===== src/rtl/cla_pkg.sv =====
// Shared helpers for the pipelined carry-lookahead adder: level count, the
// generate/propagate pair type, and where the pipeline registers sit.
package cla_pkg;

  typedef struct packed {
    logic g;
    logic p;
  } gp_t;

  function automatic int unsigned clog2(input int unsigned v);
    int unsigned r;
    r = 0;
    while ((32'd1 << r) < v) r++;
    return r;
  endfunction

  // One p/g generation level followed by the Kogge-Stone prefix levels.
  function automatic int unsigned levels(input int unsigned width);
    return clog2(width) + 1;
  endfunction

  // Index of the level that register k follows: ceil((k+1)*LEVELS/STAGES)-1.
  function automatic int unsigned stage_level(input int unsigned k, input int unsigned lv,
                                              input int unsigned st);
    return ((k + 1) * lv + st - 1) / st - 1;
  endfunction

  // Register index that follows the given level, or -1 when the level is not a boundary.
  function automatic int boundary_stage(input int unsigned level, input int unsigned lv,
                                        input int unsigned st);
    for (int unsigned k = 0; k < st; k++) begin
      if (stage_level(k, lv, st) == level) return int'(k);
    end
    return -1;
  endfunction

endpackage


===== src/rtl/cla_prefix_cell.sv =====
// Kogge-Stone black cell: merges a high group with the adjacent low group.
module cla_prefix_cell
  import cla_pkg::*;
(
  input  gp_t hi_i,
  input  gp_t lo_i,
  output gp_t out_o
);

  assign out_o.g = hi_i.g | (hi_i.p & lo_i.g);
  assign out_o.p = hi_i.p & lo_i.p;

endmodule


===== src/rtl/cla_pipe.sv =====
// Pipelined Kogge-Stone adder with valid/ready on both sides and collapsing bubbles.
// Define CLA_PIPE_SUB_EN to add the 'sub' port (a - b via ~b and forced carry-in).
module cla_pipe
  import cla_pkg::*;
#(
  parameter int unsigned WIDTH  = 16,
  parameter int unsigned STAGES = 2
) (
  input  logic             clk,
  input  logic             rst_n,
  input  logic             in_valid,
  output logic             in_ready,
  input  logic [WIDTH-1:0] a,
  input  logic [WIDTH-1:0] b,
  input  logic             cin,
`ifdef CLA_PIPE_SUB_EN
  input  logic             sub,
`endif
  output logic             out_valid,
  input  logic             out_ready,
  output logic [WIDTH-1:0] sum,
  output logic             cout,
  output logic             ovf
);

  localparam int unsigned LEVELS = levels(WIDTH);
  localparam int unsigned LAST   = STAGES - 1;

  // Per-level combinational view: raw p, group G, group P, carry-in.
  logic [WIDTH-1:0] lv_p  [LEVELS];
  logic [WIDTH-1:0] lv_g  [LEVELS];
  logic [WIDTH-1:0] lv_pp [LEVELS];
  logic             lv_c  [LEVELS];

  logic [WIDTH-1:0] p_q   [STAGES];
  logic [WIDTH-1:0] g_q   [STAGES];
  logic [WIDTH-1:0] pp_q  [STAGES];
  logic             c_q   [STAGES];
  logic [STAGES-1:0] valid_q, valid_d, ld;

  logic [WIDTH-1:0] b_eff;
  logic             cin_eff;

`ifdef CLA_PIPE_SUB_EN
  assign b_eff   = sub ? ~b : b;
  assign cin_eff = sub | cin;
`else
  assign b_eff   = b;
  assign cin_eff = cin;
`endif

  // Level 0: carry-in folded into bit 0 as a generate from bit -1.
  assign lv_p[0]  = a ^ b_eff;
  assign lv_g[0]  = (a & b_eff) | {{(WIDTH-1){1'b0}}, (a[0] ^ b_eff[0]) & cin_eff};
  assign lv_pp[0] = {lv_p[0][WIDTH-1:1], 1'b0};
  assign lv_c[0]  = cin_eff;

  for (genvar l = 1; l < int'(LEVELS); l++) begin : g_lvl
    localparam int BS = boundary_stage(l - 1, LEVELS, STAGES);
    localparam int D  = 1 << (l - 1);
    logic [WIDTH-1:0] p_in, g_in, pp_in, g_o, pp_o;
    logic             c_in;

    if (BS >= 0) begin : g_from_reg
      assign p_in  = p_q[BS];
      assign g_in  = g_q[BS];
      assign pp_in = pp_q[BS];
      assign c_in  = c_q[BS];
    end else begin : g_from_comb
      assign p_in  = lv_p[l-1];
      assign g_in  = lv_g[l-1];
      assign pp_in = lv_pp[l-1];
      assign c_in  = lv_c[l-1];
    end

    for (genvar i = 0; i < int'(WIDTH); i++) begin : g_bit
      if (i >= D) begin : g_cell
        gp_t hi, lo, res;
        assign hi = gp_t'({g_in[i], pp_in[i]});
        assign lo = gp_t'({g_in[i-D], pp_in[i-D]});
        cla_prefix_cell u_cell (
          .hi_i  (hi),
          .lo_i  (lo),
          .out_o (res)
        );
        assign g_o[i]  = res.g;
        assign pp_o[i] = res.p;
      end else begin : g_pass
        assign g_o[i]  = g_in[i];
        assign pp_o[i] = pp_in[i];
      end
    end

    assign lv_p[l]  = p_in;
    assign lv_g[l]  = g_o;
    assign lv_pp[l] = pp_o;
    assign lv_c[l]  = c_in;
  end

  // Stall chain: a stage loads when empty or when its consumer drains it this cycle.
  always_comb begin
    logic take;
    ld   = '0;
    take = out_ready;
    for (int k = int'(STAGES) - 1; k >= 0; k--) begin
      ld[k] = ~valid_q[k] | take;
      take  = ld[k];
    end
    valid_d = (ld & STAGES'({valid_q, in_valid})) | (~ld & valid_q);
  end

  assign in_ready = ld[0];

  always_ff @(posedge clk or negedge rst_n) begin
    if (!rst_n) valid_q <= '0;
    else        valid_q <= valid_d;
  end

  for (genvar k = 0; k < int'(STAGES); k++) begin : g_stg
    localparam int unsigned LK = stage_level(k, LEVELS, STAGES);
    always_ff @(posedge clk or negedge rst_n) begin
      if (!rst_n) begin
        p_q[k]  <= '0;
        g_q[k]  <= '0;
        pp_q[k] <= '0;
        c_q[k]  <= 1'b0;
      end else if (ld[k]) begin
        p_q[k]  <= lv_p[LK];
        g_q[k]  <= lv_g[LK];
        pp_q[k] <= lv_pp[LK];
        c_q[k]  <= lv_c[LK];
      end
    end
  end

  // Carry into bit i is G of bit i-1; carry into bit 0 is the carry-in itself.
  logic [WIDTH-1:0] carry_in;
  assign carry_in  = {g_q[LAST][WIDTH-2:0], c_q[LAST]};
  assign out_valid = valid_q[LAST];
  assign sum       = out_valid ? (p_q[LAST] ^ carry_in) : '0;
  assign cout      = out_valid & g_q[LAST][WIDTH-1];
  assign ovf       = out_valid & (g_q[LAST][WIDTH-1] ^ carry_in[WIDTH-1]);

endmodule


===== config.mk =====
export PLATFORM = sky130hd
export DESIGN_NAME = cla_pipe
export DESIGN_NICKNAME = d
export VERILOG_FILES = /design/src/rtl/cla_pkg.sv /design/src/rtl/cla_prefix_cell.sv /design/src/rtl/cla_pipe.sv
export SDC_FILE = /design/constraint.sdc
export NUM_CORES = 1
export LEC_CHECK = 0
export CORE_ASPECT_RATIO = 1.1
export CORE_MARGIN = 2
export CORE_UTILIZATION = 40
export CTS_CLUSTER_SIZE = 30
export DETAILED_ROUTE_END_ITERATION = 8
export SLEW_MARGIN = 10
export SYNTH_ARGS = -nofsm -noshare
export SYNTH_HDL_FRONTEND = slang
export SYNTH_SLANG_ARGS = --single-unit

===== constraint.sdc =====
create_clock -name clk -period 1.5 [get_ports clk]
set_input_delay 0.15 -clock clk [delete_from_list [all_inputs] [get_ports clk]]
set_output_delay 0.15 -clock clk [all_outputs]
set_load 0.01 [all_outputs]

==> results of run 1 <==
-- sequential cells by signal (all words and copies together) (netlist names), named ones only --
register and cells:
g_lvl.pp_in 12, g_q 1, g_lvl.c_in 1, g_lvl.p_in 16, g_lvl.g_in 16, c_q 1
carry_in 15, p_q 16
-- power by group --
| group | total, mW | leakage, nW | switching [mW] | internal, mW |
|---|---|---|---|---|
| Clock | 1.27 | 0.0749 | 0.699 | 0.569 |
| Sequential | 2.74 | 0.968 | 0.243 | 2.50 |
| Combinational | 1.66 | 1.38 | 0.736 | 0.921 |
-- worst reg2reg max path, cell delays in order (launching register included) --
cell and delay (ns):
dfrtp_1 0.41, buf_6 0.13, and3b_2 0.23, buf_6 0.15, buf_12 0.14, o311a_1 0.28
-- layout by cell type (no fill, tap or decap), types with 7 or more instances in the layout --
cell,count
ha_1,16
mux2_4,23
xor2_1,17
nand3_1,7
a21oi_1,23
nor2_1,21
and2_1,18
nand4_1,7
a21o_1,11
buf_2,18
nand2_1,64
dfrtp_1,80
buf_4,23
o21ai_0,14
clkdlybuf4s50_1,35
clkbuf_8,9
-- metrics by stage --
step	hold slack, ns	power [mW]	util	instance area, um2
CTS	0.220	5.71	0.503	4900
detailed placement	0.0607	4.56	0.491	4780
finish	0.232	5.67	0.512	4990
floorplan	-0.146	3.75	-	3960
global route	0.246	6.04	0.512	4990
global placement	0.0587	4.52	0.491	4780
-- cells by family after synthesis --
kind of cell / count (synthesis) / share of synthesized area
xor+xnor: 17 / 0.0376
mux: 29 / 0.103
compound gates: 69 / 0.114
flops: 80 / 0.506
simple gates: 126 / 0.144
buf+inv: 22 / 0.0446
fa+ha+maj: 16 / 0.0506
-- layer usage --
layer  share of wire  global-route usage  vias up
li1                -                   -     1401
met1            0.50               0.249     1366
met2            0.45               0.244       45
met3           0.036              0.0291       11
met4           0.016              0.0763        0
met5               0                   0        -
-- final cells by class --
class                           count  area, um2
Timing Repair Buffer               91        883
Fill cell                         896       4760
Clock buffer                       11        131
Multi-Input combinational cell    257       1800
Clock inverter                      2       10.0
Tap cell                          120        150
Inverter                            3       13.8
Sequential cell                    80       2000
-- repair_timing --
item / 4_1_cts / 5_1_grt
endpoints found under the setup margin: 20 / 10
pin swaps: 3 / 0
gates resized for setup: 81 / 8
cloned: 1 / 2
endpoints found under the hold margin: 20 / 0
hold buffers: 1 / 0
buffers inserted: 2 / 0
-- worst max-delay path by stage --
stage | start | to | slack [ns] | depth (start not counted)
5_1_grt | flip-flop | sum[9] | -0.01 | 3
4_1_cts | flip-flop | g_lvl[3].g_in[3] | -0.01 | 6
3_5_place_dp | a[0] | g_lvl[3].g_in[3] | -0.19 | 5
3_3_place_gp | out_ready | in_ready | -0.19 | 4
2_1_floorplan | flip-flop | c_q[0] | 0.18 | 5
6_report | flip-flop | out_valid | 0.04 | 2
==> out/metrics.csv, run 1 <==
stage,metric,value,unit
route,DR pass1 iterations,5,
grt,gr usage total,0.169,
power,P per Cell Area,1140,nW/um2
grt,first-pass GRT wire length,14200,um
timing,actual slew at the worst max-slew pin,0.340,ns
floorplan,Die Width,98.9,um
critical_path,kind of end point of the critical path,primary output,
synth,Post-synth top flop,dfrtp_1,
timing,RSZ-0062 raised after global routing,yes,
outcome,status,completed,
grt,via count of the first global-routing pass,2803,
floorplan,I/O pin cnt,57,
grt,largest net degree at the start of global routing,44,
critical_path,r2r worst-path depth,5,
route,via count,2823,
synth,post-synth cell types,36,
route,Initial DRC Count,119,
place,Placement Setup Slack,-0.192,ns
timing,Fin. Hold Viols,0,
power,Peak VDD IR,0.422,mV
synth,number of flops mapped to enable cells by yosys,0,
place,Cells after DPL,545,
cells_and_area,# nets final,495,
synth,Synth Warn #,0,
synth,Syn Area/Cell,11.0,um2
place,post-detailed-placement half-perimeter wirelength,6140,um
floorplan,initial cell density of the core,0.406,
timing,fmax,0.684,GHz
place,IO Port Bufs,56,
clock_network,TritonCTS Buffers,9,
critical_path,CP peak stage delay,0.41,ns
clock_network,H-tree levels,3,
critical_path,worst r2r dst,g_lvl[3].g_in[14],
synth,most numerous cell in the Yosys netlist,dfrtp_1,
timing,Slew headroom,0.773,
critical_path,slowest CP cell,dfrtp_1,
critical_path,worst-path fanout max,10,
route,drt drc,0,
floorplan,DIE AREA,10700,um2
synth,most frequent cells after synthesis,"80 x dfrtp_1, 64 x nand2_1, 23 x a21oi_1, 23 x mux2_4, 22 x nor2_1",
timing,setup slack after layout,0.0385,ns
floorplan,Die Span Y,108,um
clock_network,clock sinks,80,
grt,initial antenna violation count,0,
cells_and_area,ANT cells,0,
clock_network,"Reg clk slew, reported paths",0.07,ns
clock_network,clk_lat worst skew,0.34,ns
critical_path,path type of the worst setup path,reg2out,
critical_path,Startpoint Class,flip-flop,
timing,fin crit share,0.974,
route,DRT Wirelength,8450,um
synth,"top cells by area, synth","dfrtp_1 51%, mux2_4 8.7%, nand2_1 6.1%",
synth,Syn Std Cell Area,3960,um2
cells_and_area,Layout area overhead,26.0,%
timing,final setup fails,0,
cells_and_area,layout cells sized above 1,0.218,
synth,Seq cells post-synth,80,
timing,crit path time final,1.46,ns
floorplan,Core ar.,9750,um2
place,placer congestion estimate,0.791,
critical_path,critical path buffer and inverter count,2,
power,LEAKAGE,2.42,nW
synth,register area share after synthesis,0.506,
grt,grt ovf,0,
worst_hold_path,HP Class,in2async,
synth,Post-Synthesis Cells,359,
clock_network,Clock Root Buffer,clkbuf_8,
timing,Final Max Tran Viols,0,
critical_path,CP cell instances,bufbuf_16 -> dlygate4sd2_1,
clock_network,TritonCTS clock tree,yes,
run,number of max-cap violations,0,
synth,Async SR Flop Fraction,1.00,
cells_and_area,Finished Layout Cells,564,
synth,Syn Nets,412,
route,Routed Antenna Nets,0,
route,Via density,5.01,
floorplan,Rows,38,
timing,skew final,0.00600,ns
route,Avg WL per Cell,15.0,um
critical_path,crit-path leading delay family,buffers and inverters,
synth,Synth top area share,0.506,
timing,TNS Setup,0,ns
synth,largest area contributor in the netlist,dfrtp_1,
critical_path,WP data arrival,1.31,ns
critical_path,FF-to-FF setup slack,0.05,ns
critical_path,Worst Path Required,1.35,ns
clock_network,clock buffer depth,2,
Note: power is estimated with default switching activity, not from simulation.
==> run 2, diff against run 1 <==
==> constraint.sdc (replaced) <==
create_clock -name clk -period 1.7 [get_ports clk]
set_input_delay 0.17 -clock clk [delete_from_list [all_inputs] [get_ports clk]]
set_output_delay 0.17 -clock clk [all_outputs]
set_load 0.01 [all_outputs]
==> run 2 against run 1 <==
Against the previous run:
- non-clock buffer count decreased by 12
- sequential cell count unchanged
- worst setup slack improved by 0.049 ns
- routed wire length shrank 5.9%
- clock skew up 0.0026 ns
- sequential power fell by 12%
- sequential share of layout area increased by 0.64 points
- count of clock-buffer cells in the layout is the same
- critical path depth up 2
- cell count shrank 1.6%
- die area unchanged
- register-to-register slack improved by 0.14 ns
- largest power group unchanged
==> out/metrics.csv, run 2 (synthesis results as in run 1) <==
stage,metric,value,unit,change
floorplan,I/O pin cnt,57,,unchanged
floorplan,Core ar.,9750,um2,unchanged
place,Post-DP Area,4670,um2,-2.4%
worst_hold_path,HP Class,in2async,,
route,DRT Wirelength,7940,um,-5.9%
place,placer congestion estimate,0.761,,-3.9%
outcome,status,completed,,
power,P per Cell Area,1100,nW/um2,-3.6%
clock_network,Clock Root Buffer,clkbuf_8,,
place,Placement Setup Slack,-0.0474,ns,+0.144 ns
route,drt drc,0,,unchanged
cells_and_area,Final Instance Area,4910,um2,-1.6%
cells_and_area,layout cells sized above 1,0.159,,-0.0598
grt,via count of the first global-routing pass,2712,,-3.2%
cells_and_area,register area,2000,um2,unchanged
run,number of max-cap violations,0,,unchanged
clock_network,clock sinks,80,,unchanged
critical_path,WP data arrival,1.44,ns,+0.13 ns
timing,fin crit share,0.949,,
cells_and_area,area of the multi-input gates,1780,um2,-0.84%
critical_path,worst-path fanout max,3,,-7
clock_network,clk_lat worst skew,0.36,ns,+0.02 ns
cells_and_area,# nets final,483,,-2.4%
floorplan,DIE AREA,10700,um2,unchanged
cells_and_area,Finished Layout Cells,555,,-1.6%
place,post-detailed-placement half-perimeter wirelength,6040,um,-1.6%
power,LEAKAGE,2.38,nW,-1.9%
critical_path,CP peak stage delay,0.40,ns,about the same
route,Routed Antenna Nets,0,,unchanged
critical_path,CP cell instances,buf_4 -> and3b_2 -> inv_4 -> clkdlybuf4s15_1,,
floorplan,initial cell density of the core,0.406,,unchanged
grt,largest net degree at the start of global routing,51,,+16%
place,Cells after DPL,535,,-1.8%
route,Initial DRC Count,112,,-5.9%
power,Overall Power,5.38,mW,-5.1%
route,DR pass1 iterations,4,,-1
route,Avg WL per Cell,14.3,um,-4.4%
grt,first-pass GRT wire length,13500,um,-4.8%
critical_path,Startpoint Class,flip-flop,,
critical_path,path type of the worst setup path,reg2out,,
clock_network,H-tree levels,3,,unchanged
cells_and_area,ANT cells,0,,unchanged
route,Via density,5.01,,+0.11%
critical_path,r2r worst-path depth,6,,+1
place,IO Port Bufs,56,,unchanged
cells_and_area,most frequent cells in the layout,"80 x dfrtp_1, 64 x nand2_1, 36 x clkdlybuf4s50_1",,
critical_path,kind of end point of the critical path,primary output,,
timing,crit path time final,1.61,ns,
cells_and_area,Layout area overhead,24.0,%,
timing,fmax,0.620,GHz,
route,via count,2781,,-1.5%
timing,final setup fails,0,,unchanged
timing,setup slack after layout,0.0873,ns,+0.0488 ns
critical_path,slowest CP cell,dfrtp_1,,
grt,grt ovf,0,,unchanged
timing,TNS Setup,0,ns,unchanged
floorplan,Rows,38,,unchanged
cells_and_area,"commonest non-fill, non-tap cell in the layout",dfrtp_1,,
floorplan,Die Span Y,108,um,unchanged
power,Peak VDD IR,0.373,mV,-12%
cells_and_area,fill count,900,,+0.45%
timing,actual slew at the worst max-slew pin,0.408,ns,+0.0679 ns
timing,Slew headroom,0.728,,-0.0453
timing,RSZ-0062 raised after global routing,no,,
clock_network,clock buffer depth,2,,unchanged
floorplan,Die Width,98.9,um,unchanged
grt,initial antenna violation count,0,,unchanged
timing,skew final,0.00862,ns,+0.00262 ns
clock_network,"Reg clk slew, reported paths",0.08,ns,about the same
clock_network,TritonCTS Buffers,9,,unchanged
grt,gr usage total,0.160,,-0.00948
timing,Fin. Hold Viols,0,,unchanged
clock_network,TritonCTS clock tree,yes,,
critical_path,Worst Path Required,1.53,ns,+0.18 ns
timing,Final Max Tran Viols,0,,unchanged
run 2: final cells by class:
| class | count | share of cell area |
|---|---|---|
| clock buffers | 11 | 0.0288 |
| repair buffers | 79 | 0.151 |
| flip-flops and latches | 80 | 0.408 |
| inverters | 3 | 0.00280 |
| multi-input cells | 257 | 0.363 |
| clock inverters | 5 | 0.0161 |
| well taps | 120 | 0.0306 |
run 2: final timing paths:
path | start | end | slack, ns
min in group clk | in_valid | flip-flop | 0.41
max reg2reg | flip-flop | g_lvl[3].g_in[15] | 0.19
max in group asynchronous | rst_n | carry_in[11] | 0.82
max | flip-flop | in_ready | 0.09
min reg2reg | flip-flop | flip-flop | 0.47
min | rst_n | g_lvl[3].g_in[4] | 0.28
run 2: critical path: cells and delay by family (launching register included):
| kind | cells | cell delay [ns] |
|---|---|---|
| and+or+nand+nor | 1 | 0.24 |
| buffers and inverters | 3 | 0.45 |
| DFF | 1 | 0.40 |
run 2: routing by layer:
metal | vias up | routed length (um) | share of wire | global-route usage
li1 | 1379 | - | - | -
met1 | 1337 | 3980 | 0.50 | 0.231
met2 | 57 | 3560 | 0.45 | 0.238
met3 | 8 | 303 | 0.038 | 0.0362
met4 | 0 | 101 | 0.013 | 0.0538
met5 | - | 0 | 0 | 0
run 2: metrics by stage:
stage / util / hold slack, ns
global route: 0.504 / 0.312
floorplan: - / -0.126
global placement: 0.479 / 0.132
detailed placement: 0.479 / 0.132
CTS: 0.503 / 0.286
finish: 0.504 / 0.279
run 2: report_power, final:
group / switching, mW / internal [mW]
Sequential: 0.214 / 2.21
Combinational: 0.621 / 0.782
Clock: 0.688 / 0.868
Total: 1.52 / 3.86
run 2: what timing repair did:
item | 4_1_cts | 5_1_grt
setup endpoints to repair | 20 | 2
hold buffers | 1 | 0
buffers inserted | 2 | 1
hold endpoints to repair | 30 | 0
pin swaps | 3 | 0
gates resized for setup | 21 | 2
==> run 3, diff against run 2 <==
--- a/config.mk
+++ b/config.mk
@@ -6,7 +6,6 @@
 export NUM_CORES = 1
 export LEC_CHECK = 0
 export CORE_ASPECT_RATIO = 1.1
-export CORE_MARGIN = 2
 export CORE_UTILIZATION = 40
 export CTS_CLUSTER_SIZE = 30
 export DETAILED_ROUTE_END_ITERATION = 8
==> run 3 against run 2 <==
Against the previous run:
- routed wire length increased by 0.53%
- non-clock buffer count decreased by 4
- sequential power about the same
- sequential cell count unchanged
- core utilization increased by 1.2 points
==> out/metrics.csv, run 3 (synthesis results as in run 1) <==
stage,metric,value,unit,change
route,DRT Wirelength,7990,um,+0.53%
floorplan,Core ar.,9490,um2,-2.6%
grt,largest net degree at the start of global routing,35,,-31%
clock_network,TritonCTS clock tree,yes,,
route,Via density,5.02,,+0.11%
cells_and_area,Layout area overhead,23.5,%,
clock_network,clock buffer depth,2,,unchanged
outcome,status,completed,,
timing,actual slew at the worst max-slew pin,0.456,ns,+0.0480 ns
cells_and_area,layout cells sized above 1,0.149,,-0.00978
floorplan,Die Width,96.9,um,-2.0%
clock_network,clock sinks,80,,unchanged
timing,final setup fails,0,,unchanged
route,drt drc,0,,unchanged
floorplan,DIE AREA,10300,um2,-3.8%
timing,RSZ-0062 raised after global routing,no,,
clock_network,TritonCTS Buffers,9,,unchanged
timing,skew final,0.00832,ns,-0.000303 ns
place,post-detailed-placement half-perimeter wirelength,5910,um,-2.1%
critical_path,FF-to-FF setup slack,0.26,ns,+0.07 ns
timing,Final Max Tran Viols,0,,unchanged
route,DR pass1 iterations,4,,unchanged
clock_network,Clock Root Buffer,clkbuf_8,,
clock_network,clk_lat worst skew,0.35,ns,about the same
route,Initial DRC Count,161,,+44%
timing,TNS Setup,0,ns,unchanged
grt,initial antenna violation count,0,,unchanged
power,Peak VDD IR,0.417,mV,+12%
power,Overall Power,5.36,mW,-0.40%
grt,grt ovf,0,,unchanged
clock_network,H-tree levels,3,,unchanged
power,P per Cell Area,1100,nW/um2,about the same
timing,crit path time final,1.61,ns,-0.00167 ns
floorplan,Rows,37,,-2.6%
timing,Fin. Hold Viols,0,,unchanged
route,Routed Antenna Nets,0,,unchanged
critical_path,Worst Path Required,1.53,ns,about the same
timing,Slew headroom,0.696,,-0.0320
cells_and_area,most frequent cells in the layout,"80 x dfrtp_1, 64 x nand2_1, 36 x clkdlybuf4s50_1",,
grt,via count of the first global-routing pass,2631,,-3.0%
floorplan,initial cell density of the core,0.417,,+0.0110
place,placer congestion estimate,0.804,,+5.7%
critical_path,path type of the worst setup path,reg2out,,
critical_path,r2r worst-path depth,4,,-2
power,LEAKAGE,2.37,nW,-0.21%
critical_path,Startpoint Class,flip-flop,,
cells_and_area,fill count,850,,-5.6%
timing,fin crit share,0.948,,-0.000981
critical_path,worst-path fanout max,3,,unchanged
critical_path,worst r2r dst,g_lvl[3].g_in[15],,
floorplan,Die Span Y,106,um,-1.8%
cells_and_area,"commonest non-fill, non-tap cell in the layout",dfrtp_1,,
grt,gr usage total,0.169,,+0.00898
critical_path,kind of end point of the critical path,primary output,,
route,via count,2744,,-1.3%
route,Avg WL per Cell,14.6,um,+2.0%
critical_path,WP data arrival,1.44,ns,about the same
critical_path,Worst setup endpoint,in_ready,,
floorplan,I/O pin cnt,57,,unchanged
place,Post-DP Area,4660,um2,-0.29%
grt,first-pass GRT wire length,13600,um,+0.77%
cells_and_area,ANT cells,0,,unchanged
worst_hold_path,HP Class,in2async,,
cells_and_area,Final Instance Area,4890,um2,-0.41%
clock_network,"Reg clk slew, reported paths",0.09,ns,about the same
run,number of max-cap violations,0,,unchanged
cells_and_area,area of the multi-input gates,1780,um2,about the same
place,IO Port Bufs,56,,unchanged
cells_and_area,register area,2000,um2,unchanged
timing,fmax,0.621,GHz,+0.10%
cells_and_area,# nets final,479,,-0.83%
cells_and_area,Util after Layout,0.515,,+0.0115
[run 3: cell types whose count changed in the layout (fill, tap and decap cells not counted), sizes merged]
cell,delta
inv,+1
dlygate4sd2,-1
buf,-4
clkinvlp,+2
dlymetal6s2s,+2
clkinv,-2
clkbuf,-2
clkdlybuf4s15,-1
[run 3: worst min path at each step]
stage	endpoint	slack, ns
global placement	g_lvl[3].g_in[3]	0.14
detailed placement	g_lvl[3].g_in[3]	0.15
global route	g_lvl[3].p_in[1]	0.34
finish	g_lvl[3].p_in[2]	0.30
CTS	g_lvl[3].p_in[1]	0.30
floorplan	asynchronous set/reset pin	-0.13
[run 3: routing by layer]
metal | global-route usage | part of all wire | vias to the layer above
li1 | - | - | 1368
met1 | 0.256 | 0.52 | 1306
met2 | 0.234 | 0.43 | 59
met3 | 0.0250 | 0.036 | 11
met4 | 0.0800 | 0.020 | 0
met5 | 0 | 0 | -
[run 3: critical path, stage by stage (launching register included)]
cell and delay (ns):
dfrtp_1 0.39, buf_4 0.14, and3b_1 0.23, inv_4 0.09, clkdlybuf4s15_1 0.24
[run 3: stage by stage]
| stage | worst slack, ns | instances | hold WS, ns |
|---|---|---|---|
| 6_report | 0.0890 | 547 | 0.303 |
| 5_1_grt | 0.0212 | 547 | 0.340 |
| 4_1_cts | -0.0729 | 546 | 0.296 |
| 3_5_place_dp | -0.0330 | 529 | 0.150 |
| 3_3_place_gp | -0.0189 | 529 | 0.141 |
| 2_1_floorplan | 0.383 | 359 | -0.126 |
[run 3: repair_timing]
action                                  4_1_cts  5_1_grt
hold endpoints to repair                     31        0
gates resized for setup                      18        3
hold buffers                                  1        0
endpoints found under the setup margin       19        2
setup buffers                                 1        1
[run 3: layout make-up]
type / count / area share
Timing Repair Buffer: 75 / 0.149
Multi-Input combinational cell: 257 / 0.364
Clock inverter: 6 / 0.0189
Clock buffer: 9 / 0.0253
Tap cell: 117 / 0.0299
Inverter: 3 / 0.00282
Sequential cell: 80 / 0.410
[run 3: power by group]
group / internal, mW / switching, mW / total, mW
sequential: 2.21 / 0.221 / 2.43
combinational: 0.776 / 0.612 / 1.39
clock: 0.829 / 0.713 / 1.54
